$ cat src/rtl/ir_point_filter_pkg.sv
// Shared types and constants for the IR point filter: FSM states, window actions,
// X/Y field positions and default parameter values.
package ir_point_filter_pkg;

    typedef enum logic [1:0] {
        ST_IDLE  = 2'd0,
        ST_TRACK = 2'd1,
        ST_LOST  = 2'd2
    } ir_state_e;

    typedef enum logic [1:0] {
        ACT_NONE    = 2'd0,
        ACT_PRELOAD = 2'd1,
        ACT_SHIFT   = 2'd2
    } ir_act_e;

    localparam int IR_X_MSB = 15;
    localparam int IR_X_LSB = 8;
    localparam int IR_Y_MSB = 7;
    localparam int IR_Y_LSB = 0;

    localparam int unsigned IR_TIMEOUT_CYCLES_DEFAULT = 32'd5000000;
    localparam int unsigned IR_JUMP_MAX_DEFAULT       = 32'd32;

    function automatic logic [7:0] abs_diff8(input logic [7:0] a, input logic [7:0] b);
        return (a >= b) ? (a - b) : (b - a);
    endfunction

endpackage

$ cat src/rtl/ir_point_filter_axis_avg.sv
// One axis of the IR point filter: a 4-entry sample window with a running
// 10-bit sum; the output is floor(sum/4).
module ir_axis_avg (
    input  logic       clock,
    input  logic       resetn,
    input  logic       preload_i,
    input  logic       shift_i,
    input  logic [7:0] sample_i,
    output logic [7:0] avg_o
);

    logic [7:0] win_q [4];
    logic [9:0] sum_q;

    // Window and running sum; preload fills every entry so the average equals the sample.
    always_ff @(posedge clock or negedge resetn) begin
        if (!resetn) begin
            for (int i = 0; i < 4; i++) begin
                win_q[i] <= 8'h00;
            end
            sum_q <= 10'd0;
        end else if (preload_i) begin
            for (int i = 0; i < 4; i++) begin
                win_q[i] <= sample_i;
            end
            sum_q <= {sample_i, 2'b00};
        end else if (shift_i) begin
            win_q[0] <= sample_i;
            win_q[1] <= win_q[0];
            win_q[2] <= win_q[1];
            win_q[3] <= win_q[2];
            sum_q    <= sum_q + {2'b00, sample_i} - {2'b00, win_q[3]};
        end else begin
            sum_q <= sum_q;
        end
    end

    assign avg_o = 8'(sum_q >> 2);

endmodule

$ cat src/rtl/ir_point_filter.sv
// IR point filter top: 2-cycle pipeline (strobe decode -> window update -> output),
// tracking FSM with saturating timeout. Optional outlier rejection: IR_FILTER_OUTLIER_REJECT_EN.
module ir_point_filter
    import ir_point_filter_pkg::*;
#(
    parameter int unsigned TIMEOUT_CYCLES = IR_TIMEOUT_CYCLES_DEFAULT,
    parameter int unsigned JUMP_MAX       = IR_JUMP_MAX_DEFAULT
) (
    input  logic        clock,
    input  logic        resetn,
    input  logic [15:0] ir_raw,
    input  logic        ir_valid,
    output logic [15:0] ir_out,
    output logic        ir_out_valid,
    output logic        ir_lost
);

    localparam int             CNT_W    = $clog2(TIMEOUT_CYCLES + 32'd1);
    localparam logic [CNT_W-1:0] CNT_LAST = CNT_W'(TIMEOUT_CYCLES - 32'd1);

    ir_state_e         state_q, state_d;
    logic [CNT_W-1:0]  cnt_q, cnt_d;
    ir_act_e           act_q, act_d;
    logic [15:0]       raw_q;
    logic              upd_q;
    logic [15:0]       ir_out_q;
    logic              ir_out_valid_q;
    logic              ir_lost_q;
    logic [7:0]        avg_x_s, avg_y_s;

`ifdef IR_FILTER_OUTLIER_REJECT_EN
    logic [1:0]        rej_q, rej_d;
    logic              outlier_s;

    // Compared against the current window average, i.e. the value ir_out settles to.
    assign outlier_s = (32'(abs_diff8(ir_raw[IR_X_MSB:IR_X_LSB], avg_x_s)) > JUMP_MAX) ||
                       (32'(abs_diff8(ir_raw[IR_Y_MSB:IR_Y_LSB], avg_y_s)) > JUMP_MAX);
`endif

    // Tracking FSM, timeout counter and per-strobe window action.
    always_comb begin
        state_d = state_q;
        cnt_d   = cnt_q;
        act_d   = ACT_NONE;
`ifdef IR_FILTER_OUTLIER_REJECT_EN
        rej_d   = rej_q;
`endif
        case (state_q)
            ST_IDLE, ST_LOST: begin
                if (ir_valid) begin
                    act_d   = ACT_PRELOAD;
                    state_d = ST_TRACK;
                    cnt_d   = '0;
`ifdef IR_FILTER_OUTLIER_REJECT_EN
                    rej_d   = 2'd0;
`endif
                end else begin
                    cnt_d = cnt_q;
                end
            end
            ST_TRACK: begin
                if (ir_valid) begin
                    cnt_d = '0;
`ifdef IR_FILTER_OUTLIER_REJECT_EN
                    if (!outlier_s) begin
                        act_d = ACT_SHIFT;
                        rej_d = 2'd0;
                    end else if (rej_q == 2'd2) begin
                        act_d = ACT_PRELOAD;
                        rej_d = 2'd0;
                    end else begin
                        act_d = ACT_NONE;
                        rej_d = rej_q + 2'd1;
                    end
`else
                    act_d = ACT_SHIFT;
`endif
                end else if (cnt_q >= CNT_LAST) begin
                    state_d = ST_LOST;
                end else begin
                    cnt_d = cnt_q + 1'b1;
                end
            end
            default: begin
                state_d = ST_IDLE;
                cnt_d   = '0;
            end
        endcase
    end

    // State, pipeline and output registers.
    always_ff @(posedge clock or negedge resetn) begin
        if (!resetn) begin
            state_q        <= ST_IDLE;
            cnt_q          <= '0;
            act_q          <= ACT_NONE;
            raw_q          <= 16'h0000;
            upd_q          <= 1'b0;
            ir_out_q       <= 16'h0000;
            ir_out_valid_q <= 1'b0;
            ir_lost_q      <= 1'b0;
`ifdef IR_FILTER_OUTLIER_REJECT_EN
            rej_q          <= 2'd0;
`endif
        end else begin
            state_q        <= state_d;
            cnt_q          <= cnt_d;
            act_q          <= act_d;
            raw_q          <= ir_raw;
            upd_q          <= (act_q != ACT_NONE);
            ir_out_q       <= upd_q ? {avg_x_s, avg_y_s} : ir_out_q;
            ir_out_valid_q <= upd_q;
            ir_lost_q      <= (state_d == ST_LOST);
`ifdef IR_FILTER_OUTLIER_REJECT_EN
            rej_q          <= rej_d;
`endif
        end
    end

    ir_axis_avg u_axis_x (
        .clock     (clock),
        .resetn    (resetn),
        .preload_i (act_q == ACT_PRELOAD),
        .shift_i   (act_q == ACT_SHIFT),
        .sample_i  (raw_q[IR_X_MSB:IR_X_LSB]),
        .avg_o     (avg_x_s)
    );

    ir_axis_avg u_axis_y (
        .clock     (clock),
        .resetn    (resetn),
        .preload_i (act_q == ACT_PRELOAD),
        .shift_i   (act_q == ACT_SHIFT),
        .sample_i  (raw_q[IR_Y_MSB:IR_Y_LSB]),
        .avg_o     (avg_y_s)
    );

    assign ir_out       = ir_out_q;
    assign ir_out_valid = ir_out_valid_q;
    assign ir_lost      = ir_lost_q;

endmodule

$ cat config.mk
export PLATFORM = sky130hd
export DESIGN_NAME = ir_point_filter
export DESIGN_NICKNAME = d
export VERILOG_FILES = /design/src/rtl/ir_point_filter_pkg.sv /design/src/rtl/ir_point_filter_axis_avg.sv /design/src/rtl/ir_point_filter.sv
export SDC_FILE = /design/constraint.sdc
export NUM_CORES = 1
export LEC_CHECK = 0
export ABC_AREA = 0
export BUFFER_PORTS_ARGS = -buffer_cell sky130_fd_sc_hd__buf_2
export CELL_PAD_IN_SITES_DETAIL_PLACEMENT = 0
export CELL_PAD_IN_SITES_GLOBAL_PLACEMENT = 1
export CORE_MARGIN = 10
export CORE_UTILIZATION = 30
export DETAILED_ROUTE_END_ITERATION = 8
export HOLD_SLACK_MARGIN = 0.15
export PLACE_DENSITY = 0.56
export SETUP_SLACK_MARGIN = 0.3
export SYNTH_ARGS = -nofsm -noshare
export SYNTH_HDL_FRONTEND = slang
export SYNTH_SLANG_ARGS = --single-unit
$ cat constraint.sdc
create_clock -name clock -period 3.61 [get_ports clock]
set_input_delay 0 -clock clock [delete_from_list [all_inputs] [get_ports clock]]
set_output_delay 0 -clock clock [all_outputs]
set_load 0.03 [all_outputs]
* Word level (Yosys, flattened, before mapping)
Index checks and enable logic that the tools add are counted.
** Operators by class
- $add $sub $neg :: 5
- $mul :: 0
- Divide/modulo/power cells :: 0
- Magnitude comparators :: 1
- Equality and inequality tests :: 7
- Shifts and indexed selects :: 0
- Multiplexer cells :: 19
- Bitwise gates (word level) :: 0
- Reduce and logical (&&, ||, !) cells :: 5
** Operator list (number)
- 2-to-1 mux 32 bit :: 4
- 2-to-1 mux 23 bit :: 3
- one-hot mux 23 bit (2 select lines) :: 1
- 2-to-1 mux 10 bit :: 4
- adder 23 x 1 -> 23 bit (second input constant) :: 1
- >= comparator 23 bit (second input constant) :: 1
- adder 10 x 8 -> 10 bit :: 2
- subtractor 10 x 8 -> 10 bit :: 2
- 2-to-1 mux 2 bit :: 4
- one-hot mux 2 bit (2 select lines) :: 2
- == test 2 bit (second input constant) :: 3
- == test 2 x 1 -> 1 bit (second input constant) :: 2
- nonzero test 2 bit :: 2
- inequality test 3 bit (second input constant) :: 1
- logical NOT 2 bit :: 1
- inequality test 2 bit (second input constant) :: 1
- AND reduction 2 bit :: 1
- OR reduction 2 bit :: 1
- 2-to-1 mux 1 bit :: 1
** Storage, ports and cells
- Flip-flop bits (word level) :: 146
- Latch bits :: 0
- Bits in writable memories :: 0
- Bits in read-only memories :: 0
- Bits of input ports :: 19
- Output and inout bits :: 18
- Memories kept :: 0

* Longest topological paths before layout
- Depth in word-level cells :: 5
- Depth in mapped cells :: 11
- Mapped depth without buffers :: 11

* Modules after synthesis
Synthesis repeated with hierarchy kept, for this count alone.
** Second synthesis, totals
- Cells, all modules :: 733
- Area total of the unflattened synthesis :: 7693.6 sq um
** Modules (own cells, without submodules)
- ir_axis_avg :: instances 2, cells an instance 244, area each 2466.1 sq um
- ir_point_filter :: instances 1, cells an instance 245, area each 2761.4 sq um

* Worst setup path after synthesis
Ideal clock, no wire load.
- Kind :: reg2reg
- Start :: reg raw_q[1]
- End :: reg u_axis_y.sum_q[8]
- Data arrival time :: 2.675 ns
- Required time :: 3.523 ns
- Slack :: 0.848 ns
- Cell stages (with the launch flop) :: 11
- Buffers on the path :: 0
- Clock period less this slack :: 2.762 ns
- Cell sequence :: dfrtp_1 inv_1 fa_1 inv_1 fa_1 a21o_1 a21oi_1 o21ai_0 o41ai_1 mux2_2 o211ai_1
** On the way
- Longest elaborated chain between the ends :: 4
** Ends and longest elaborated chain
- from (decl) :: line ir_point_filter.sv:24 : logic [15:0] raw_q;
- from (signal assigned) :: line ir_point_filter.sv:109 : raw_q <= ir_raw;
- adder 10 x 8 -> 10 bit :: line ir_point_filter_axis_avg.sv:32 : sum_q <= sum_q + {2'b00, sample_i} - {2'b00, win_q[3]};
- subtractor 10 x 8 -> 10 bit :: line ir_point_filter_axis_avg.sv:32
- 2-to-1 mux 10 bit :: line ir_point_filter_axis_avg.sv:27 : end else if (shift_i) begin
- 2-to-1 mux 10 bit :: line ir_point_filter_axis_avg.sv:22 : end else if (preload_i) begin
- to (signal assigned) :: line ir_point_filter_axis_avg.sv:26 : sum_q <= {sample_i, 2'b00};
- to (signal assigned) :: line ir_point_filter_axis_avg.sv:32
- to (signal assigned) :: line ir_point_filter_axis_avg.sv:34 : sum_q <= sum_q;
- to (decl) :: line ir_point_filter_axis_avg.sv:13 : logic [9:0] sum_q;
No other way between the ends. The select of a mux whose other input is x is not followed.
A chain may end at the register's enable or synchronous reset.

* Worst setup path in the final report
Same ends and word-level chain as after synthesis.

==> results by group <==
Placement
  • Port Buffers: 36
  • DP Worst Slack: 0.647 ns
  • Post-DP HPWL: 10,800 um
  • RePlAce Congestion: 0.775

Logic synthesis
  • Post-synth EDFFs: 0
  • Asr flop ratio synth: 100%
  • Mapped Area: 0.00760 mm2
  • Syn_area_per_cell: 10.0 um2
  • Dominant cell type by area after synthesis: dfrtp_1
  • Synthesized flop and latch total: 146
  • Mapped Nets: 815
  • Ys flop type: dfrtp_1
  • Top post-synthesis cells by area: dfrtp_1 (48%), mux2i_1 (6.3%), mux2_2 (5.0%), a21oi_1 (4.5%), fa_1 (4.2%)
  • Unique masters post-synth: 52
  • Post-synth top area share: 48.1%
  • Gate Count Post-Synth: 757
  • Sequential fraction of the synthesis area: 48.1%
  • Synth warn: 0

Detailed routing
  • Post-Route WL: 16,000 um
  • Routed wl met2: 7000 um
  • ANT nets after route: 0
  • DR vias: 5,251
  • DR DRC count: 0
  • Drt initial violations: 321
  • Met3 routed WL: 522 um
  • Pre-antenna DRT Iters: 4
  • Post-Route M1 WL: 8270 um
  • Routed vias/inst: 4.57
  • Drt wl/cell: 13.9 um
  • Top sig layer: met4

Power and ir drop
  • LEAKAGE: 3.86 nW
  • Max IR drop VDD: 0.000371 V
  • Cell Pwr Density: 702 mW/mm2
  • Final Total Pwr: 6.27 mW

Floorplanning
  • Initial cell density of the core: 30.4%
  • I/O pins: 37
  • Cell row count: 58
  • Die Height: 179 um
  • Core ar.: 0.0250 mm2
  • Die ar.: 0.0321 mm2
  • Die span in x: 179 um

Clocking
  • CTS Buf Count: 17
  • Setup repair bufs after CTS: 0
  • Sink Count: 146
  • Clock Root Buffer: clkbuf_16
  • H-tree depth: 4
  • Clk_lat worst skew: 0.42 ns
  • Clk buf depth: 2
  • Clock-pin transition on the worst setup and hold timing paths: 0.06 ns
  • CTS tree: yes

Timing
  • Max-slew violations: 0
  • Actual slew at the worst max-slew pin: 0.912 ns
  • Highest clock rate: 336 MHz
  • Unrepaired setup endpoints after global routing: no
  • Final period utilization: 82.4%
  • Final clock skew: 0.0125 ns
  • Hold slack: 0.217 ns
  • Fin crit period: 2.97 ns
  • Post-route setup TNS: 0 ns
  • Hold Fails Final Rpt: 0
  • Final worst setup slack: 0.637 ns
  • Worst slew margin: 39.2%
  • Endpoints failing setup: 0

Setup path
  • Slowest-stage cell, CP: fa_1
  • Reg2Reg Capture Point: u_axis_y.sum_q[8]
  • Crit-path cells: inv_1 > fa_1 > inv_1 > fa_1 > a21o_1 > a21oi_1 > o21ai_0 > o41ai_1 > mux2_2 > o211ai_1
  • Worst setup SP type: flop
  • Worst setup path category: flop to flop
  • CP bufs+invs: 2
  • RR Startpoint: raw_q[1]
  • Crit Path Max Fanout: 6
  • Crit-path max cell delay: 0.53 ns
  • Worst r2r path cells: 10
  • Worst Path Required: 3.95 ns
  • Worst setup EP type: flop
  • Critical path's top delay family: adder cells
  • Worst Path Arrival: 3.31 ns
  • R2r setup slk: 0.64 ns

Layout
  • Most common cell after layout, fill and taps aside: dfrtp_1
  • Area Overhead vs Synth: 17.5%
  • Most frequent cells in the layout: dfrtp_1 (146), inv_1 (79), nor2_1 (76), a21oi_1 (69), mux2i_1 (48)
  • Share of layout cells above drive strength 1: 15.0%
  • Final Core Density: 35.7%
  • Final #Nets: 864
  • ANT cells: 0

Global routing
  • Gr ovfl total: 0
  • First-pass GRT wire length: 27,700 um
  • Tot GR Track Use: 10.7%
  • Vias in the first global route: 5,369
  • Largest net degree at the start of global routing: 95
  • Initial antenna violation count: 0

Run status
  • Status: complete, no violations

Flow run
  • Max-Cap Viols: 0

Worst hold path
  • Hold Path Cell Cnt: 2
  • Worst Hold End: raw_q[2]
  • Hold_sp: ir_raw[2]
  • HP Class: primary input to flop
## state kept, by name, indices dropped and copies added, names as in the netlist
name            count
u_axis_x.win_q     32
act_q               2
u_axis_y.sum_q     10
ir_lost             1
u_axis_y.win_q     32
state_q             2
upd_q               1
u_axis_x.sum_q     10
raw_q              16
ir_out_valid        1
cnt_q              23
ir_out             16
## cell families (layout without fill, tap and decap cells)
family / count (synthesis) / count (layout) / synth area share, %
simple gates: 204 / 204 / 12.7
compound gates: 161 / 161 / 12.5
flops: 146 / 146 / 48.0
buf+inv: 111 / 173 / 5.83
mux: 82 / 82 / 11.4
fa+ha+maj: 39 / 39 / 8.00
xor+xnor: 14 / 14 / 1.61
## worst max-delay path by stage
stage / from / end / slack, ns / cells after the start
after CTS: raw_q[1] / u_axis_y.sum_q[8] / 0.61 / 10
after floorplan: raw_q[1] / u_axis_y.sum_q[8] / 0.85 / 10
after global placement: raw_q[1] / u_axis_y.sum_q[8] / 0.68 / 10
final: raw_q[1] / u_axis_y.sum_q[8] / 0.64 / 10
after detailed placement: raw_q[1] / u_axis_y.sum_q[8] / 0.65 / 10
after global routing: raw_q[9] / u_axis_x.sum_q[8] / 0.47 / 10
## cells in the mapped netlist (2+ instances only)
master    instances
dfrtp_1         146
inv_1            79
nor2_1           76
a21oi_1          69
mux2i_1          48
nand2_1          44
o21ai_0          40
mux2_2           34
ha_1             23
clkbuf_1         19
nand3_1          19
fa_1             16
nor3_1           14
nand2b_1         12
a31oi_1          10
buf_1             9
or3_1             9
and3_1            8
o21ai_1           7
xnor2_1           7
xor2_1            7
a21o_1            6
nand3b_1          6
o211ai_1          5
o21bai_1          4
a211oi_1          3
nor2b_1           3
a211o_2           2
a311oi_1          2
buf_6             2
nand4_1           2
nor4b_1           2
o311ai_0          2
o31ai_1           2
o41ai_1           2
or4_4             2
## cell type report
cell class	instances	area, um2
Fill cell	2573	16100
Inverter	79	297
Multi-Input combinational cell	500	3530
Clock inverter	14	121
Tap cell	330	413
Sequential cell	146	3650
Timing Repair Buffer	62	477
Clock buffer	18	439
## where the power goes
part,internal [mW],switching (mW)
registers,1.96,0.187
logic,1.07,1.37
clock network,0.921,0.760
total,3.95,2.32
## routing by layer
layer  global-route usage, %  vias up
li1                        -     2688
met1                    14.9     2498
met2                    16.1       56
met3                    2.57        9
met4                    2.94        0
met5                       0        -
## what timing repair did
action,CTS,global route
setup endpoints to repair,0,0
hold buffers,18,0
hold endpoints to repair,116,0
gates resized for setup,0,0
## per-stage QoR
step                      area, um2  cells
after floorplan                7600    757
after global routing           8930   1149
after detailed placement       8190   1099
after global placement         8190   1099
after CTS                      8930   1149
final                          8930   1149
## worst reg2reg max path, cell delays in order, from the launching register on
cell,delay (ns)
dfrtp_1,0.43
inv_1,0.09
fa_1,0.53
inv_1,0.06
fa_1,0.46
a21o_1,0.20
a21oi_1,0.21
o21ai_0,0.16
o41ai_1,0.30
mux2_2,0.37
o211ai_1,0.09
(Power assumes the default switching activity.)
